## src/rtl/pipeline_stall_flush_ctrl_if.sv

```systemverilog
// pipeline_stall_flush_ctrl_if
// Bundle between the pipeline stages and the stall/flush controller.
//   master : pipeline side, drives stall_req / exc_req / exc_pc and observes
//            the controller's stall, bubble, redirect, busy and timeout outputs.
//   slave  : controller side, the mirror image of master.
interface pipeline_stall_flush_ctrl_if #(
  parameter int STAGE_NUM  = 6,
  parameter int ADDR_WIDTH = 32
);
  logic [STAGE_NUM-1:0]  stall_req;
  logic                  exc_req;
  logic [ADDR_WIDTH-1:0] exc_pc;
  logic [STAGE_NUM-1:0]  stall;
  logic [STAGE_NUM-1:0]  bubble;
  logic                  flush_pc_valid;
  logic [ADDR_WIDTH-1:0] flush_pc;
  logic                  busy;
  logic                  stall_timeout;

  modport master (
    output stall_req, exc_req, exc_pc,
    input  stall, bubble, flush_pc_valid, flush_pc, busy, stall_timeout
  );

  modport slave (
    input  stall_req, exc_req, exc_pc,
    output stall, bubble, flush_pc_valid, flush_pc, busy, stall_timeout
  );
endinterface

```

## src/rtl/pipeline_stall_flush_ctrl.sv

```systemverilog
// pipeline_stall_flush_ctrl
// Per-stage stall / bubble generation plus exception flush sequencing for the
// in-order core (stage 0 = PC ... STAGE_NUM-1 = WB).
// Ports:
//   clk  : clock, rising edge
//   rst  : asynchronous active-high reset
//   bus  : pipeline_stall_flush_ctrl_if.slave
//          in  stall_req[STAGE_NUM], exc_req, exc_pc[ADDR_WIDTH]
//          out stall[STAGE_NUM], bubble[STAGE_NUM], flush_pc_valid,
//              flush_pc[ADDR_WIDTH], busy, stall_timeout
// Optional feature: define PIPE_STALL_WATCHDOG_EN to build the stall watchdog
// (consecutive-stall counter saturating at MAX_STALL, sticky stall_timeout).
// Without it stall_timeout is tied 0.
module pipeline_stall_flush_ctrl #(
  parameter int STAGE_NUM  = 6,
  parameter int MEM_IDX    = 4,
  parameter int ADDR_WIDTH = 32,
  parameter int MAX_STALL  = 255
) (
  input  logic                          clk,
  input  logic                          rst,
  pipeline_stall_flush_ctrl_if.slave    bus
);

  typedef enum logic [1:0] {ST_IDLE, ST_WAIT, ST_FLUSH} state_t;

  state_t                state_q, state_d;
  logic [ADDR_WIDTH-1:0] pc_q, pc_d;

  logic [STAGE_NUM-1:0]  norm_stall;
  logic [STAGE_NUM-1:0]  stall_vec;
  logic [STAGE_NUM-1:0]  bubble_raw;
  logic [STAGE_NUM-1:0]  bubble_vec;
  logic                  flush_valid;
  logic                  busy_o;
  logic [ADDR_WIDTH-1:0] flush_pc_o;
  logic                  mem_busy;

  assign mem_busy = bus.stall_req[MEM_IDX];

  // A stall at stage H must hold every older stage behind it, so stage j is
  // stalled when any stage at or above j requests. A bubble enters stage j
  // when the stage feeding it is held but j itself moves on.
  genvar gi;
  generate
    for (gi = 0; gi < STAGE_NUM; gi++) begin : g_stage
      assign norm_stall[gi] = |bus.stall_req[STAGE_NUM-1:gi];
      if (gi == 0) begin : g_first
        assign bubble_raw[gi] = 1'b0;
      end else begin : g_rest
        assign bubble_raw[gi] = stall_vec[gi-1] & ~stall_vec[gi];
      end
    end
  endgenerate

  // State register
  always_ff @(posedge clk or posedge rst) begin
    if (rst) begin
      state_q <= ST_IDLE;
      pc_q    <= '0;
    end else begin
      state_q <= state_d;
      pc_q    <= pc_d;
    end
  end

  // Next state: exceptions are only accepted from IDLE; the handler PC is
  // captured once, so later requests while busy cannot overwrite it.
  always_comb begin
    state_d = state_q;
    pc_d    = pc_q;
    case (state_q)
      ST_IDLE: begin
        if (bus.exc_req) begin
          pc_d    = bus.exc_pc;
          state_d = mem_busy ? ST_WAIT : ST_FLUSH;
        end
      end
      ST_WAIT:  if (!mem_busy) state_d = ST_FLUSH;
      ST_FLUSH: state_d = ST_IDLE;
      default:  state_d = ST_IDLE;
    endcase
  end

  // Outputs: WAIT freezes everything up to MEM (WB may still retire);
  // FLUSH kills every stage and redirects the PC.
  always_comb begin
    stall_vec   = norm_stall;
    flush_valid = 1'b0;
    busy_o      = 1'b0;
    flush_pc_o  = '0;
    case (state_q)
      ST_WAIT: begin
        stall_vec[STAGE_NUM-2:0] = '1;
        busy_o                   = 1'b1;
      end
      ST_FLUSH: begin
        stall_vec   = '0;
        busy_o      = 1'b1;
        flush_valid = 1'b1;
        flush_pc_o  = pc_q;
      end
      default: ;
    endcase
    if (rst) stall_vec = '0;
  end

  always_comb begin
    bubble_vec = bubble_raw;
    if (state_q == ST_FLUSH) bubble_vec = '1;
    if (rst) bubble_vec = '0;
  end

  assign bus.stall          = stall_vec;
  assign bus.bubble         = bubble_vec;
  assign bus.flush_pc_valid = flush_valid;
  assign bus.flush_pc       = flush_pc_o;
  assign bus.busy           = busy_o;

`ifdef PIPE_STALL_WATCHDOG_EN
  localparam int CNT_W = (MAX_STALL < 1) ? 1 : $clog2(MAX_STALL + 1);
  localparam logic [CNT_W-1:0] CNT_MAX = CNT_W'(MAX_STALL);

  logic [CNT_W-1:0] wd_cnt_q, wd_cnt_d;
  logic             timeout_q, timeout_d;

  // Counts consecutive cycles with any stage held; a FLUSH cycle has no
  // stall, so it both clears the count and the sticky flag.
  always_comb begin
    wd_cnt_d = '0;
    if (|stall_vec) begin
      wd_cnt_d = (wd_cnt_q == CNT_MAX) ? wd_cnt_q : wd_cnt_q + CNT_W'(1);
    end
    timeout_d = timeout_q | (wd_cnt_d == CNT_MAX);
    if (state_q == ST_FLUSH) timeout_d = 1'b0;
  end

  always_ff @(posedge clk or posedge rst) begin
    if (rst) begin
      wd_cnt_q  <= '0;
      timeout_q <= 1'b0;
    end else begin
      wd_cnt_q  <= wd_cnt_d;
      timeout_q <= timeout_d;
    end
  end

  assign bus.stall_timeout = timeout_q;
`else
  assign bus.stall_timeout = 1'b0;
`endif

endmodule

```

## src/flat_wrapper.sv

```systemverilog
// flat-port wrapper written by rule: the top's interface ports become plain ports
module pipeline_stall_flush_ctrl_flat 
#(
  parameter int STAGE_NUM  = 6,
  parameter int MEM_IDX    = 4,
  parameter int ADDR_WIDTH = 32,
  parameter int MAX_STALL  = 255
)
  (clk, rst, bus_stall_req, bus_exc_req, bus_exc_pc, bus_stall, bus_bubble, bus_flush_pc_valid, bus_flush_pc, bus_busy, bus_stall_timeout);
  pipeline_stall_flush_ctrl_if #(.STAGE_NUM(STAGE_NUM), .ADDR_WIDTH(ADDR_WIDTH)) bus_i ();
  input  logic clk;
  input  logic rst;
  input wire logic [$bits(bus_i.stall_req)-1:0] bus_stall_req;
  input wire logic [$bits(bus_i.exc_req)-1:0] bus_exc_req;
  input wire logic [$bits(bus_i.exc_pc)-1:0] bus_exc_pc;
  output wire logic [$bits(bus_i.stall)-1:0] bus_stall;
  output wire logic [$bits(bus_i.bubble)-1:0] bus_bubble;
  output wire logic [$bits(bus_i.flush_pc_valid)-1:0] bus_flush_pc_valid;
  output wire logic [$bits(bus_i.flush_pc)-1:0] bus_flush_pc;
  output wire logic [$bits(bus_i.busy)-1:0] bus_busy;
  output wire logic [$bits(bus_i.stall_timeout)-1:0] bus_stall_timeout;
  assign bus_i.stall_req = bus_stall_req;
  assign bus_i.exc_req = bus_exc_req;
  assign bus_i.exc_pc = bus_exc_pc;
  assign bus_stall = bus_i.stall;
  assign bus_bubble = bus_i.bubble;
  assign bus_flush_pc_valid = bus_i.flush_pc_valid;
  assign bus_flush_pc = bus_i.flush_pc;
  assign bus_busy = bus_i.busy;
  assign bus_stall_timeout = bus_i.stall_timeout;
  pipeline_stall_flush_ctrl #(.STAGE_NUM(STAGE_NUM), .MEM_IDX(MEM_IDX), .ADDR_WIDTH(ADDR_WIDTH), .MAX_STALL(MAX_STALL)) u_core (.clk(clk), .rst(rst), .bus(bus_i));
endmodule
```

## config.mk

```make
export PLATFORM = sky130hd
export DESIGN_NAME = pipeline_stall_flush_ctrl_flat
export DESIGN_NICKNAME = d
export VERILOG_FILES = /design/src/rtl/pipeline_stall_flush_ctrl_if.sv /design/src/rtl/pipeline_stall_flush_ctrl.sv /design/src/flat_wrapper.sv
export SDC_FILE = /design/constraint.sdc
export NUM_CORES = 1
export LEC_CHECK = 0
export BUFFER_PORTS_ARGS = -buffer_cell sky130_fd_sc_hd__buf_2
export CORE_MARGIN = 3
export CORE_UTILIZATION = 48
export CTS_CLUSTER_DIAMETER = 150
export DETAILED_ROUTE_END_ITERATION = 16
export PLACE_DENSITY = 0.85
export SLEW_MARGIN = 20
export SYNTH_ARGS = -nofsm -noshare
export SYNTH_HDL_FRONTEND = slang
export SYNTH_SLANG_ARGS = --single-unit
```

## constraint.sdc

```tcl
create_clock -name clk -period 5.6 [get_ports clk]
set_clock_uncertainty 0.05 [all_clocks]
set_input_delay 1.12 -clock clk [delete_from_list [all_inputs] [get_ports clk]]
set_output_delay 1.12 -clock clk [all_outputs]
set_load 0.01 [all_outputs]
```

==> run metrics, run 1 <==
status finished clean; Slew Viols, Final 0; max-cap viol count 0; Final Setup Violations 0; register area share after synthesis 50.4%; dpl cell area 0.00215 mm2; die span in y 65.3 um; # DRC 0; first-pass GRT wire length 5.93 mm; n_diodes 0; Crit Path Max Fanout 36; number of synthesized flops with an enable pin 0; Non-Filler Instances 277; Rows 20; clock sinks 34; ys async rst share 100%; via/cell ratio 4.93; Reg clk slew, reported paths 90 ps; # H-tree levels 2; Nets 277; final wirelength 3.68 mm; initial DRC count 38; grt total ovfl 0; Final Hold Vio Count 0; Core ar. 0.00320 mm2; Mapped Cells 145; CTS tree done; Final Cycle Share 62.4%; RSZ-0062 raised after global routing no; CTS max path bufs 2; synthesized area per cell 11.6 um2; die span in x 65.3 um; Initial Util 52.7%; Top FF cell, synth dfrtp_1; largest net degree at the start of global routing 37; # placed instances 270; Area growth, synth to finish 30.5%; initial antenna violation count 0; CP cell instances inv_1 > ha_1 > inv_1 > nor2_1 > a31o_2 > buf_2; most frequent CP cell inv_1; post-route minimum period 3500 ps; CP peak stage delay 780 ps; cell area after layout 0.00220 mm2; postcts setup bufs 0; Final Util 68.7%; Combinational Power Share 49.7%; Synth Warn # 0; vias in the first global route 1346; DP HPWL 2.77 mm; Routed WL per cell 13.3 um; clock latency on the worst-skew pair 320 ps; post-cts resize count 0; flops & latches, synth 34; CP Buf/Inv Count 3; share of layout cells above drive strength 1 56.2%; pwr/cell area 489 mW/mm2; Critical Path End Type primary output; CP Class reg -> out; Max Clk Rate 286 MHz; die area 0.00426 mm2; Top delay family on crit path adder cells; mapped cell area 0.00169 mm2; critical path startpoint category flop; Seq pwr share 39.0%; antenna-violating nets left 0; arrival time worst endpoint 2330 ps; vias after detailed routing 1366; total CTS buffers 5; maximum VDD drop 0.000284 V; post-synth net total 189; I/O Pins 88; Worst Hold Class reg -> reg; Max stage delay cell, worst path ha_1; CP Data Required Time 4430 ps; Leak 0.00117 uW; Synth cell types 24; headroom to the max-slew limit 37.2%; total negative setup slack 0 ps; Switch Pwr 388 uW; first drt pass iteration count 4; commonest non-fill, non-tap cells in the layout buf_2 (86), dfrtp_1 (34), mux2_2 (32), and2_1 (32), nor2_1 (8); Post-CTS Hold Fix Bufs 0; power share of the clock group 11.3%; Worst Tran Pin Value 942 ps; Root Buffer clkbuf_4; switching part of the total power 36.1%; count of buffers inserted at the top-level ports 86; commonest non-fill, non-tap cell in the layout buf_2; Placer Congestion 0.737; Tot GR Track Use 18.5%; Int Power 688 uW
==> flip-flops by register name, summed over array words and instances, names as in the netlist <==
name / flops
u_core.state_q: 2
u_core.pc_q: 32
==> worst reg2reg max path: stages (launching register included) <==
cell and delay, ps:
dfrtp_1 390, inv_1 80, ha_1 220, nand2_1 70, buf_4 360, mux2_2 410
==> logic make-up (layout without fill, tap and decap cells) <==
kind of cell	Yosys count	count (layout)	synth area share [%]
other	1	1	0.222
AO/OA/AOI/OAI	12	12	4.60
multiplexers	32	32	21.4
AND/OR/NAND/NOR	50	50	17.8
buffers and inverters	13	101	3.34
adder cells (fa/ha/maj)	3	3	2.23
flip-flops	34	34	50.4
==> per-stage QoR <==
step	hold WS [ps]	worst slack, ps	total power, uW
floorplan	421	2250	780
global placement	429	2220	950
detailed placement	435	2190	966
CTS	456	2060	1090
global route	465	1810	1170
finish	454	2100	1080
==> cell usage after synthesis (2+ instances only) <==
library cell / instances / area [um2]
dfrtp_1: 34 / 851
and2_1: 32 / 200
mux2_2: 32 / 360
nor2_1: 8 / 30.0
inv_1: 6 / 22.5
a21oi_1: 5 / 25.0
buf_2: 3 / 15.0
clkbuf_1: 3 / 11.3
ha_1: 3 / 37.5
nand2_1: 3 / 11.3
nor2b_1: 2 / 12.5
o21ai_0: 2 / 10.0
==> power by group through the flow <==
stage          Clock (uW)  Combinational, uW  Sequential [uW]
2_1_floorplan           0                372              408
6_report              122                535              420
3_3_place_gp            0                531              419
3_5_place_dp            0                539              426
5_1_grt               142                590              435
4_1_cts               126                542              420
==> path summary, 6_finish.rpt <==
kind                                          startpoint  cells after the start                          end  slack, ps
max                        u_core.state_q[0]$_DFFE_PP0P_                      6                bus_bubble[2]       2100
min                           u_core.pc_q[7]$_DFFE_PP0P_                      1   u_core.pc_q[7]$_DFFE_PP0P_        450
max reg2reg                u_core.state_q[0]$_DFFE_PP0P_                      5  u_core.pc_q[13]$_DFFE_PP0P_       3920
min reg2reg                   u_core.pc_q[7]$_DFFE_PP0P_                      1   u_core.pc_q[7]$_DFFE_PP0P_        450
max in group asynchronous                            rst                      3  u_core.pc_q[12]$_DFFE_PP0P_       4300
min in group asynchronous                            rst                      3  u_core.pc_q[16]$_DFFE_PP0P_        910
==> final cells by class <==
class	instances	area, um2
clock buffer	5	37.5
timing repair buffer	88	445
sequential	34	851
clock inverter	2	10.0
tap	44	55.1
fill	278	1000
inverter	6	22.5
multi-input combinational	98	779
==> per-layer routing <==
metal / share of wire (%) / global-route usage, %
met4: 1.1 / 5.44
met5: 0 / 0
met3: 8.7 / 7.35
met1: 39 / 20.4
met2: 51 / 32.7
(Power assumes the default switching activity.)
==> inputs of run 2 (changes only) <==
--- a/config.mk
+++ b/config.mk
@@ -7,10 +7,10 @@
 export LEC_CHECK = 0
 export BUFFER_PORTS_ARGS = -buffer_cell sky130_fd_sc_hd__buf_2
 export CORE_MARGIN = 3
-export CORE_UTILIZATION = 48
+export CORE_UTILIZATION = 40
 export CTS_CLUSTER_DIAMETER = 150
 export DETAILED_ROUTE_END_ITERATION = 16
-export PLACE_DENSITY = 0.85
+export PLACE_DENSITY = 0.76
 export SLEW_MARGIN = 20
 export SYNTH_ARGS = -nofsm -noshare
 export SYNTH_HDL_FRONTEND = slang
==> constraint.sdc (replaced) <==
create_clock -name clk -period 2.9 [get_ports clk]
set_clock_uncertainty 0.05 [all_clocks]
set_input_delay 0.58 -clock clk [delete_from_list [all_inputs] [get_ports clk]]
set_output_delay 0.58 -clock clk [all_outputs]
set_load 0.01 [all_outputs]
==> run metrics, run 2 (synthesis gave the netlist of run 1 again) <==
status finished clean (unchanged); Regs by FF count u_core.pc_q x32, u_core.state_q x2 (unchanged); share of layout cells above drive strength 1 56.6% (was 56.2%); grt total ovfl 0 (unchanged); die span in y 70.9 um (was 65.3 um); clock latency on the worst-skew pair 270 ps (was 320 ps); largest net degree at the start of global routing 35 (was 37); dpl cell area 0.00217 mm2 (was 0.00215 mm2); reg2reg start u_core.state_q[0]$_DFFE_PP0P_ (unchanged); CTS max path bufs 2 (unchanged); CTS tree done (unchanged); arrival time worst endpoint 2000 ps (was 2330 ps); first-pass GRT wire length 6.29 mm (was 5.93 mm); Post-CTS Hold Fix Bufs 0 (unchanged); Crit Path Max Fanout 6 (was 36); Rows 22 (was 20); via/cell ratio 4.80 (was 4.93); DP HPWL 2.77 mm (about the same); Placer Congestion 0.770 (was 0.737); Switch Pwr 760 uW (was 388 uW); Max Clk Rate 381 MHz; Core ar. 0.00385 mm2 (was 0.00320 mm2); pwr/cell area 1000 mW/mm2 (was 489 mW/mm2); Tot GR Track Use 15.6% (was 18.5%); post-route minimum period 2630 ps; critical path startpoint category flop (unchanged); commonest non-fill, non-tap cells in the layout buf_2 (86), dfrtp_1 (34), mux2_2 (32), and2_1 (32), nor2_1 (8) (unchanged); postcts setup bufs 0 (unchanged); Combinational Power Share 45.5% (was 49.7%); # H-tree levels 2 (unchanged); cell area after layout 0.00229 mm2 (was 0.00220 mm2); die area 0.00503 mm2 (was 0.00426 mm2); Reg clk slew, reported paths 70 ps (was 90 ps); Final Cycle Share 90.6%; Worst Hold Class in -> async (was reg -> reg); total negative setup slack 0 ps (unchanged); vias in the first global route 1397 (was 1346); Int Power 1530 uW (was 688 uW); RSZ-0062 raised after global routing no (unchanged); Final Setup Violations 0 (unchanged); Final Power 2290 uW (was 1080 uW); die span in x 70.9 um (was 65.3 um); # DRC 0 (unchanged); Routed WL per cell 13.1 um (was 13.3 um); Nets 279 (was 277); Crit. Startpoint u_core.state_q[0]$_DFFE_PP0P_ (unchanged); Final Hold Vio Count 0 (unchanged); vias after detailed routing 1358 (was 1366); initial antenna violation count 0 (unchanged); Seq pwr share 35.5% (was 39.0%); final wirelength 3.72 mm (was 3.68 mm); Leak 0.00121 uW (was 0.00117 uW); antenna-violating nets left 0 (unchanged); max-cap viol count 0 (unchanged); Area growth, synth to finish 35.5% (was 30.5%); power share of the clock group 19.0% (was 11.3%); first drt pass iteration count 4 (unchanged); Slew Viols, Final 0 (unchanged); Initial Util 43.8% (was 52.7%); Largest register FFs 32 (unchanged); # placed instances 276 (was 270); switching part of the total power 33.2% (was 36.1%); maximum VDD drop 0.000542 V (was 0.000284 V); n_diodes 0 (unchanged); post-cts resize count 0 (unchanged); CP Class reg -> out (unchanged); initial DRC count 45 (was 38); CP Data Required Time 2270 ps (was 4430 ps); Non-Filler Instances 283 (was 277); clock sinks 34 (unchanged); Final Util 59.3% (was 68.7%); Critical Path End Type primary output (unchanged); total CTS buffers 5 (unchanged); commonest non-fill, non-tap cell in the layout buf_2 (unchanged); Root Buffer clkbuf_8 (was clkbuf_4); count of buffers inserted at the top-level ports 86 (unchanged); largest reg by FF count u_core.pc_q (unchanged); I/O Pins 88 (unchanged)
## run 2: changes by cell type in the layout (fill, tap and decap cells not counted)
cell / previous run / this run
bufinv_16: 0 / 1
clkinv_2: 2 / 0
clkbuf_8: 0 / 6
clkbuf_4: 5 / 0
buf_4: 2 / 4
## run 2: power groups by stage
stage / clock network (uW) / registers, uW / logic (uW)
2_1_floorplan: 0 / 788 / 719
3_3_place_gp: 0 / 808 / 1040
3_5_place_dp: 0 / 823 / 1060
4_1_cts: 455 / 815 / 1060
5_1_grt: 478 / 849 / 1150
6_report: 434 / 813 / 1040
## run 2: worst paths after layout
| kind | cells past startpoint | slack [ps] | to |
|---|---|---|---|
| max in group asynchronous | 3 | 2080 | u_core.pc_q[14]$_DFFE_PP0P_ |
| hold reg to reg | 1 | 450 | u_core.pc_q[12]$_DFFE_PP0P_ |
| setup / recovery | 6 | 270 | bus_bubble[1] |
| setup reg to reg | 5 | 1330 | u_core.pc_q[30]$_DFFE_PP0P_ |
| min in group clk | 1 | 450 | u_core.pc_q[12]$_DFFE_PP0P_ |
| hold / removal | 3 | 420 | u_core.pc_q[30]$_DFFE_PP0P_ |
## run 2: final cells by class
class / instances / area (um2)
inverter: 6 / 22.5
fill: 341 / 1570
timing repair buffer: 90 / 460
clock buffer: 6 / 82.6
multi-input combinational: 98 / 779
tap: 48 / 60.1
sequential: 34 / 851
clock inverter: 1 / 30.0
## run 2: per-stage QoR
stage	setup slack (ps)	hold slack, ps
6_report	273	423
2_1_floorplan	632	421
3_5_place_dp	564	436
5_1_grt	141	462
3_3_place_gp	604	428
4_1_cts	250	424
## run 2: metal layers
layer	track usage, %	share of wire (%)
met5	0	0
met4	4.38	0.35
met3	5.82	9.7
met2	27.3	49
met1	18.0	41
## run 2: critical path: stages (launching register included)
cell	delay, ps
dfrtp_1	390
inv_1	80
ha_1	370
or4_4	460
nor3_4	160
a31o_1	160
buf_2	120
